==> config.mk <==
export PLATFORM = sky130hd
export DESIGN_NAME = arc4_engine
export DESIGN_NICKNAME = d
export VERILOG_FILES = /design/src/rtl/arc4_pkg.sv /design/src/rtl/arc4_key_mux.sv /design/src/rtl/arc4_engine.sv
export SDC_FILE = /design/constraint.sdc
export NUM_CORES = 1
export LEC_CHECK = 0
export ABC_AREA = 1
export BUFFER_PORTS_ARGS = -buffer_cell sky130_fd_sc_hd__buf_2
export CAP_MARGIN = 30
export CORE_UTILIZATION = 35
export CTS_BUF_LIST = sky130_fd_sc_hd__clkbuf_4
export DETAILED_ROUTE_END_ITERATION = 7
export PLACE_DENSITY = 0.57
export SYNTH_ARGS = -nofsm -noshare
export SYNTH_HDL_FRONTEND = slang
export SYNTH_SLANG_ARGS = --single-unit
==> constraint.sdc <==
create_clock -name clk -period 2.6 [get_ports clk]
set_input_delay 0.26 -clock clk [delete_from_list [all_inputs] [get_ports clk]]
set_output_delay 0.26 -clock clk [all_outputs]
set_load 0.005 [all_outputs]
==> src/rtl/arc4_pkg.sv <==
// rtl/arc4_pkg.sv - shared state encoding and cycle-count constants for the ARC4 engine
package arc4_pkg;

  typedef enum logic [2:0] {
    ST_IDLE,
    ST_INIT,
    ST_KSA,
    ST_LEN,
    ST_DROPK,
    ST_PRGA,
    ST_DONE
  } arc4_state_t;

  localparam int S_SIZE           = 256;
  localparam int INIT_CYCLES      = S_SIZE;
  localparam int KSA_STEP_CYCLES  = 6;
  localparam int KSA_CYCLES       = KSA_STEP_CYCLES * S_SIZE;
  localparam int LEN_CYCLES       = 3;
  localparam int DROP_STEP_CYCLES = 8;
  localparam int PRGA_STEP_CYCLES = 9;
  localparam int DONE_CYCLES      = 1;
  localparam int BASE_CYCLES      = INIT_CYCLES + KSA_CYCLES + LEN_CYCLES + DONE_CYCLES;

  // Width of a counter that walks 0..n-1; a single-byte key still gets one bit.
  function automatic int idx_width(input int n);
    return (n > 1) ? $clog2(n) : 1;
  endfunction

endpackage

==> src/rtl/arc4_key_mux.sv <==
// rtl/arc4_key_mux.sv - selects key byte idx from the latched key, byte 0 in the MSBs
module arc4_key_mux
  import arc4_pkg::*;
#(
  parameter int KEY_BYTES = 3,
  parameter int IDX_W     = idx_width(KEY_BYTES)
) (
  input  logic [8*KEY_BYTES-1:0] key,
  input  logic [IDX_W-1:0]       idx,
  output logic [7:0]             key_byte
);

  // Plain compare-and-select so the index never needs a divider or shifter.
  always_comb begin
    key_byte = '0;
    for (int b = 0; b < KEY_BYTES; b++) begin
      if (idx == IDX_W'(b)) key_byte = key[8*(KEY_BYTES-1-b) +: 8];
    end
  end

endmodule

==> src/rtl/arc4_engine.sv <==
// rtl/arc4_engine.sv - single-sequencer ARC4 decryptor with external S memory
module arc4_engine
  import arc4_pkg::*;
#(
  parameter int KEY_BYTES = 3,
  parameter int DROP      = 0
) (
  input  logic                   clk,
  input  logic                   rst_n,
  input  logic                   en,
  output logic                   rdy,
  input  logic                   abort,
  input  logic [8*KEY_BYTES-1:0] key,
  output logic [7:0]             s_addr,
  output logic [7:0]             s_wrdata,
  output logic                   s_wren,
  input  logic [7:0]             s_rddata,
  output logic [7:0]             ct_addr,
  input  logic [7:0]             ct_rddata,
  output logic [7:0]             pt_addr,
  output logic [7:0]             pt_wrdata,
  output logic                   pt_wren
);

  localparam int          KI_W      = idx_width(KEY_BYTES);
  localparam logic [3:0]  KSA_LAST  = 4'(KSA_STEP_CYCLES - 1);
  localparam logic [3:0]  LEN_LAST  = 4'(LEN_CYCLES - 1);
  localparam logic [3:0]  DROP_LAST = 4'(DROP_STEP_CYCLES - 1);
  localparam logic [3:0]  PRGA_LAST = 4'(PRGA_STEP_CYCLES - 1);
  localparam logic [10:0] DCNT_LAST = 11'((DROP > 0) ? DROP - 1 : 0);
  localparam logic [7:0]  I_LAST    = 8'(S_SIZE - 1);

  arc4_state_t state, state_nx;

  logic [3:0]             ph;
  logic [7:0]             i, j, si, sj, ks, k, len;
  logic [KI_W-1:0]        ki;
  logic [10:0]            dcnt;
  logic [8*KEY_BYTES-1:0] key_reg;
  logic [7:0]             key_byte;
  logic [7:0]             i_inc, j_ksa, j_prga, t_idx;
  logic [3:0]             step_last;
  logic                   start;

  arc4_key_mux #(.KEY_BYTES(KEY_BYTES), .IDX_W(KI_W)) u_key_mux (
    .key      (key_reg),
    .idx      (ki),
    .key_byte (key_byte)
  );

  assign rdy       = (state == ST_IDLE);
  assign start     = en && !abort;
  assign i_inc     = i + 8'd1;
  assign j_ksa     = j + si + key_byte;
  assign j_prga    = j + si;
  assign t_idx     = si + sj;
  assign step_last = (state == ST_PRGA) ? PRGA_LAST : DROP_LAST;

  // State register; abort and reset both collapse to IDLE.
  always_ff @(posedge clk) begin
    if (!rst_n) state <= ST_IDLE;
    else        state <= state_nx;
  end

  // Next state and the memory/port strobes for the current phase.
  always_comb begin
    state_nx  = state;
    s_addr    = '0;
    s_wrdata  = '0;
    s_wren    = 1'b0;
    ct_addr   = '0;
    pt_addr   = '0;
    pt_wrdata = '0;
    pt_wren   = 1'b0;
    case (state)
      ST_IDLE: if (start) state_nx = ST_INIT;
      ST_INIT: begin
        s_addr   = i;
        s_wrdata = i;
        s_wren   = 1'b1;
        if (i == I_LAST) state_nx = ST_KSA;
      end
      ST_KSA: begin
        case (ph)
          4'd0: s_addr = i;
          4'd2: s_addr = j_ksa;
          4'd4: begin s_addr = i; s_wrdata = sj; s_wren = 1'b1; end
          4'd5: begin
            s_addr   = j;
            s_wrdata = si;
            s_wren   = 1'b1;
            if (i == I_LAST) state_nx = ST_LEN;
          end
          default: ;
        endcase
      end
      ST_LEN: begin
        if (ph == LEN_LAST) begin
          pt_wren   = 1'b1;
          pt_wrdata = len;
          if (DROP > 0)          state_nx = ST_DROPK;
          else if (len == 8'd0)  state_nx = ST_DONE;
          else                   state_nx = ST_PRGA;
        end
      end
      ST_DROPK, ST_PRGA: begin
        if (state == ST_PRGA) ct_addr = k;
        case (ph)
          4'd0: s_addr = i_inc;
          4'd2: s_addr = j_prga;
          4'd4: begin s_addr = i; s_wrdata = sj; s_wren = 1'b1; end
          4'd5: begin s_addr = j; s_wrdata = si; s_wren = 1'b1; end
          4'd6: s_addr = t_idx;
          default: ;
        endcase
        if (state == ST_DROPK && ph == DROP_LAST && dcnt == DCNT_LAST)
          state_nx = (len == 8'd0) ? ST_DONE : ST_PRGA;
        if (state == ST_PRGA && ph == PRGA_LAST) begin
          pt_addr   = k;
          pt_wrdata = ct_rddata ^ ks;
          pt_wren   = 1'b1;
          if (k == len) state_nx = ST_DONE;
        end
      end
      ST_DONE: state_nx = ST_IDLE;
      default: state_nx = ST_IDLE;
    endcase
    if (abort) state_nx = ST_IDLE;
  end

  // Datapath: phase counter, i/j/key index, captured S bytes, byte counters.
  always_ff @(posedge clk) begin
    if (!rst_n) begin
      ph      <= '0;
      i       <= '0;
      j       <= '0;
      si      <= '0;
      sj      <= '0;
      ks      <= '0;
      k       <= '0;
      len     <= '0;
      ki      <= '0;
      dcnt    <= '0;
      key_reg <= '0;
    end else begin
      case (state)
        ST_IDLE: begin
          ph <= '0;
          i  <= '0;
          j  <= '0;
          ki <= '0;
          if (start) key_reg <= key;
        end
        ST_INIT: i <= i_inc;
        ST_KSA: begin
          ph <= (ph == KSA_LAST) ? 4'd0 : ph + 4'd1;
          case (ph)
            4'd1: si <= s_rddata;
            4'd2: j  <= j_ksa;
            4'd3: sj <= s_rddata;
            4'd5: begin
              i  <= i_inc;
              ki <= (ki == KI_W'(KEY_BYTES - 1)) ? '0 : ki + KI_W'(1);
            end
            default: ;
          endcase
        end
        ST_LEN: begin
          ph <= (ph == LEN_LAST) ? 4'd0 : ph + 4'd1;
          if (ph == 4'd1) len <= ct_rddata;
          if (ph == LEN_LAST) begin
            i    <= '0;
            j    <= '0;
            k    <= 8'd1;
            dcnt <= '0;
          end
        end
        ST_DROPK, ST_PRGA: begin
          ph <= (ph == step_last) ? 4'd0 : ph + 4'd1;
          case (ph)
            4'd0: i  <= i_inc;
            4'd1: si <= s_rddata;
            4'd2: j  <= j_prga;
            4'd3: sj <= s_rddata;
            4'd7: ks <= s_rddata;
            default: ;
          endcase
          if (state == ST_DROPK && ph == DROP_LAST) dcnt <= dcnt + 11'd1;
          if (state == ST_PRGA && ph == PRGA_LAST)  k <= k + 8'd1;
        end
        default: ph <= '0;
      endcase
    end
  end

endmodule
==> results.md <==
* Netlist cell types at 51
* Area occupied by multi-input gates at 4290 um^2
* Worst-Skew Late Latency at 510 ps
* Slowest Stage Delay on Critical Path at 390 ps
* CTS buffer count at 9
* Crit path arrival time at 3180 ps
* Setup_tns at -5190 ps
* Drt total wl at 20600 um
* Internal at 2030 uW
* Worst Setup Start Kind: flop
* Core box area at 18100 um^2
* Synthesis Warnings at 0
* Status: finished, violations left
* First-pass GRT wire length at 33100 um
* CTS tree: done
* Slew Viols, Final at 0
* Worst R2R Path Depth at 16
* Final HPWL DP at 15300 um
* Worst VDD drop at between 0.0002 and 0.00025 V
* Clock Sinks at 100
* Routed Antenna Nets at 0
* Clock transition at path regs at 180 ps
* Layout cell share with drive strength beyond 1 at around a quarter
* Max clock buf depth at 2
* Setup crit end kind: output pin
* Utilization after layout at 47.2%
* Final worst slack at -836 ps
* Initial Util at roughly 36%
* Syn_nets at 1054
* Avg Cell Area, Syn at 6.64 um^2
* Hold Path Class: primary input to flop
* Routed len/inst at 14.8 um
* Layout Nets at 1235
* Worst Hold Depth at 3
* Commonest non-fill, non-tap cell in the layout: nand2_1
* Register bit total from synthesis at 100
* Commonest cells after routing, fill and taps aside: nand2_1 (191), nor2_1 (148), inv_1 (90), dfxtp_1 (90), buf_2 (86)
* Clock Power Share at approximately a third
* CP max-delay cell: dfxtp_2
* Reg2reg start: j[0]
* Final GP Congestion at between 0.8 and 0.9
* Critical Path RT at 2340 ps
* Fin area at 8540 um^2
* Min Tclk post-route at 3440 ps
* Synth Cell Area at ~6500 um^2
* Post-synthesis sequential area ratio at a little under a third
* # setup viols final at 10
* Switching Share at 28.6%
* Reg-to-Reg End: j[2]
* Psw at roughly 810 uW
* Gr usage total at 21.7%
* Register Area at 2020 um^2
* Worst hold margin at 30.0 ps
* Hold_sp: s_rddata[5]
* Unrepaired setup endpoints after global routing: yes
* Dominant synthesized flop cell: dfxtp_1
* Final Hold Fails at 0
* Largest delay share family, worst path: simple AND/OR/NAND/NOR gates
* Clock Skew at 31.2 ps
* Fmax at 0.291 GHz
* Failing checks: DRC, setup timing
* Vias in the first global route at 6467
* Initial antenna violation count at 1
* Setup Crit Path Kind: flop to output pin
* Pwr dens at 333 nW/um^2
* CTS root buf: clkbuf_4
* Max reg flops at 24
* Rows at 49
* Filler cell count in the final layout at between 1500 and 2000
* Worst path depth at 18
* Vias per cell at 5.00
* Die area at about 19000 um^2
* Largest net degree at the start of global routing at 65
* Sequential share of power at 55.7%
* IO buf count at between 80 and 90
* Reg2Reg Setup Slack at -100 ps
* Ports at between 80 and 90
* Slew Limit Headroom at between 50% and 60%
* Tcrit/Tclk final at 132%
* CP Max Fanout at 4
* Max-cap violations at 0
* Post-Syn Instances at between 900 and 1000
* GR Overflow Total at 0
* Post-synth EDFFs at 0
* Chip width at roughly 140 um
* Power share of the combinational group at between 10 and 15%
* Critical path cell sequence: ha_4, inv_2, fa_2, nand3b_1, nand2_4, buf_12, xor2_4, ha_4, nand2_2, inv_2, nand4_1, nand3_2, nor2_2, nand3b_1, nand3_1, a21oi_1, nand2_1, buf_2
* Area Growth Syn to Fin at 31.6%
* Synth async-reset ratio at 0%
* CP bufs+invs at 4
* # DRC at 8
* Hold Path Sink: ks[5]
* Static leakage at 0.00400 uW
* Die Y-Extent at 138 um
* Pre-antenna DRT Iters at 7
* 1st-iter DRT viols at about 460
* CTS H-tree depth at 3
* Worst-margin pin slew at ~700 ps
* Placed inst area at 7600 um^2
* Via count at 6960
[cell families (layout without fill, tap and decap cells)]
logic type               Yosys count  count (layout)  synth area share, %
adder cells (fa/ha/maj)           32              32                 6.52
buffers and inverters            138             323                 8.46
AND/OR/NAND/NOR                  472             472                 32.4
other                              0               1                    0
AO/OA/AOI/OAI                    212             212                 18.6
flip-flops                       100             100                 30.8
XOR/XNOR                          24              24                 3.24
[per-layer routing]
metal  GRT usage [%]  wire (um)  up-vias
met3            3.33       1050       21
met1            31.3      10300     3153
met2            33.1       8870      189
li1                -          -     3597
met5               0          0        -
met4            6.56        334        0
[power groups by stage]
stage	Sequential [uW]	Combinational, uW	Clock, uW
2_1_floorplan	1610	168	0
3_3_place_gp	1620	287	0
3_5_place_dp	1620	289	0
4_1_cts	1590	342	924
5_1_grt	1590	404	989
6_report	1580	362	896
[final cells by class]
| type | instances | area share, % |
|---|---|---|
| diodes | 1 | 0.0293 |
| multi-input cells | 740 | 50.2 |
| repair buffers | 199 | 16.3 |
| flip-flops and latches | 100 | 23.7 |
| clock buffers | 9 | 0.791 |
| clock inverters | 6 | 0.835 |
| inverters | 109 | 4.82 |
| well taps | 229 | 3.36 |
[what timing repair did]
item,4_1_cts,5_1_grt
pin swaps,23,29
hold buffers,28,0
buffers inserted,11,10
cloned,0,0
gates resized for setup,37,43
endpoints found under the hold margin,28,0
setup endpoints to repair,18,22
[worst max path at each step]
stage	end	startpoint	slack (ps)
after floorplan	s_addr[5]	si[0]	-40
after global placement	s_addr[7]	si[0]	-230
after detailed placement	s_addr[5]	si[0]	-260
after CTS	s_addr[7]	j[0]	-790
after global routing	s_addr[6]	j[0]	-1010
final	s_addr[6]	j[0]	-840
[tightest hold or removal path: stages]
cell	delay, ps
buf_2	100
nor2_1	40
nor2_1	90
[cells in the mapped netlist, types with 4 or more instances]
cell / instances / area [um^2]
nor2_1: 153 / 574
nor2_4: 7 / 78.8
or2_2: 5 / 31.3
nand4_1: 13 / 81.3
a22o_1: 7 / 61.3
clkbuf_1: 18 / 67.6
dfxtp_1: 100 / 2000
inv_2: 9 / 33.8
nand3_1: 56 / 280
ha_1: 29 / 363
o21ai_1: 4 / 20.0
nor2_2: 4 / 25.0
a21oi_1: 64 / 320
nand3b_1: 6 / 45.0
o21ai_0: 88 / 440
nand2_1: 199 / 747
o211ai_1: 9 / 67.6
a211oi_1: 6 / 45.0
nor3_1: 13 / 65.1
inv_1: 98 / 368
a31oi_1: 5 / 31.3
o22ai_1: 10 / 62.6
buf_2: 7 / 35.0
xnor2_1: 11 / 96.3
nand2_2: 4 / 25.0
a22oi_1: 5 / 37.5
xor2_1: 13 / 114
[per-stage QoR]
stage	cells	total power (uW)	setup WS [ps]
after CTS	1382	2850	-793
after floorplan	978	1780	-37.9
after global placement	1328	1900	-228
after detailed placement	1328	1910	-263
after global routing	1393	2980	-1010
final	1393	2840	-836
No activity file was read; power rests on OpenSTA's default activity.
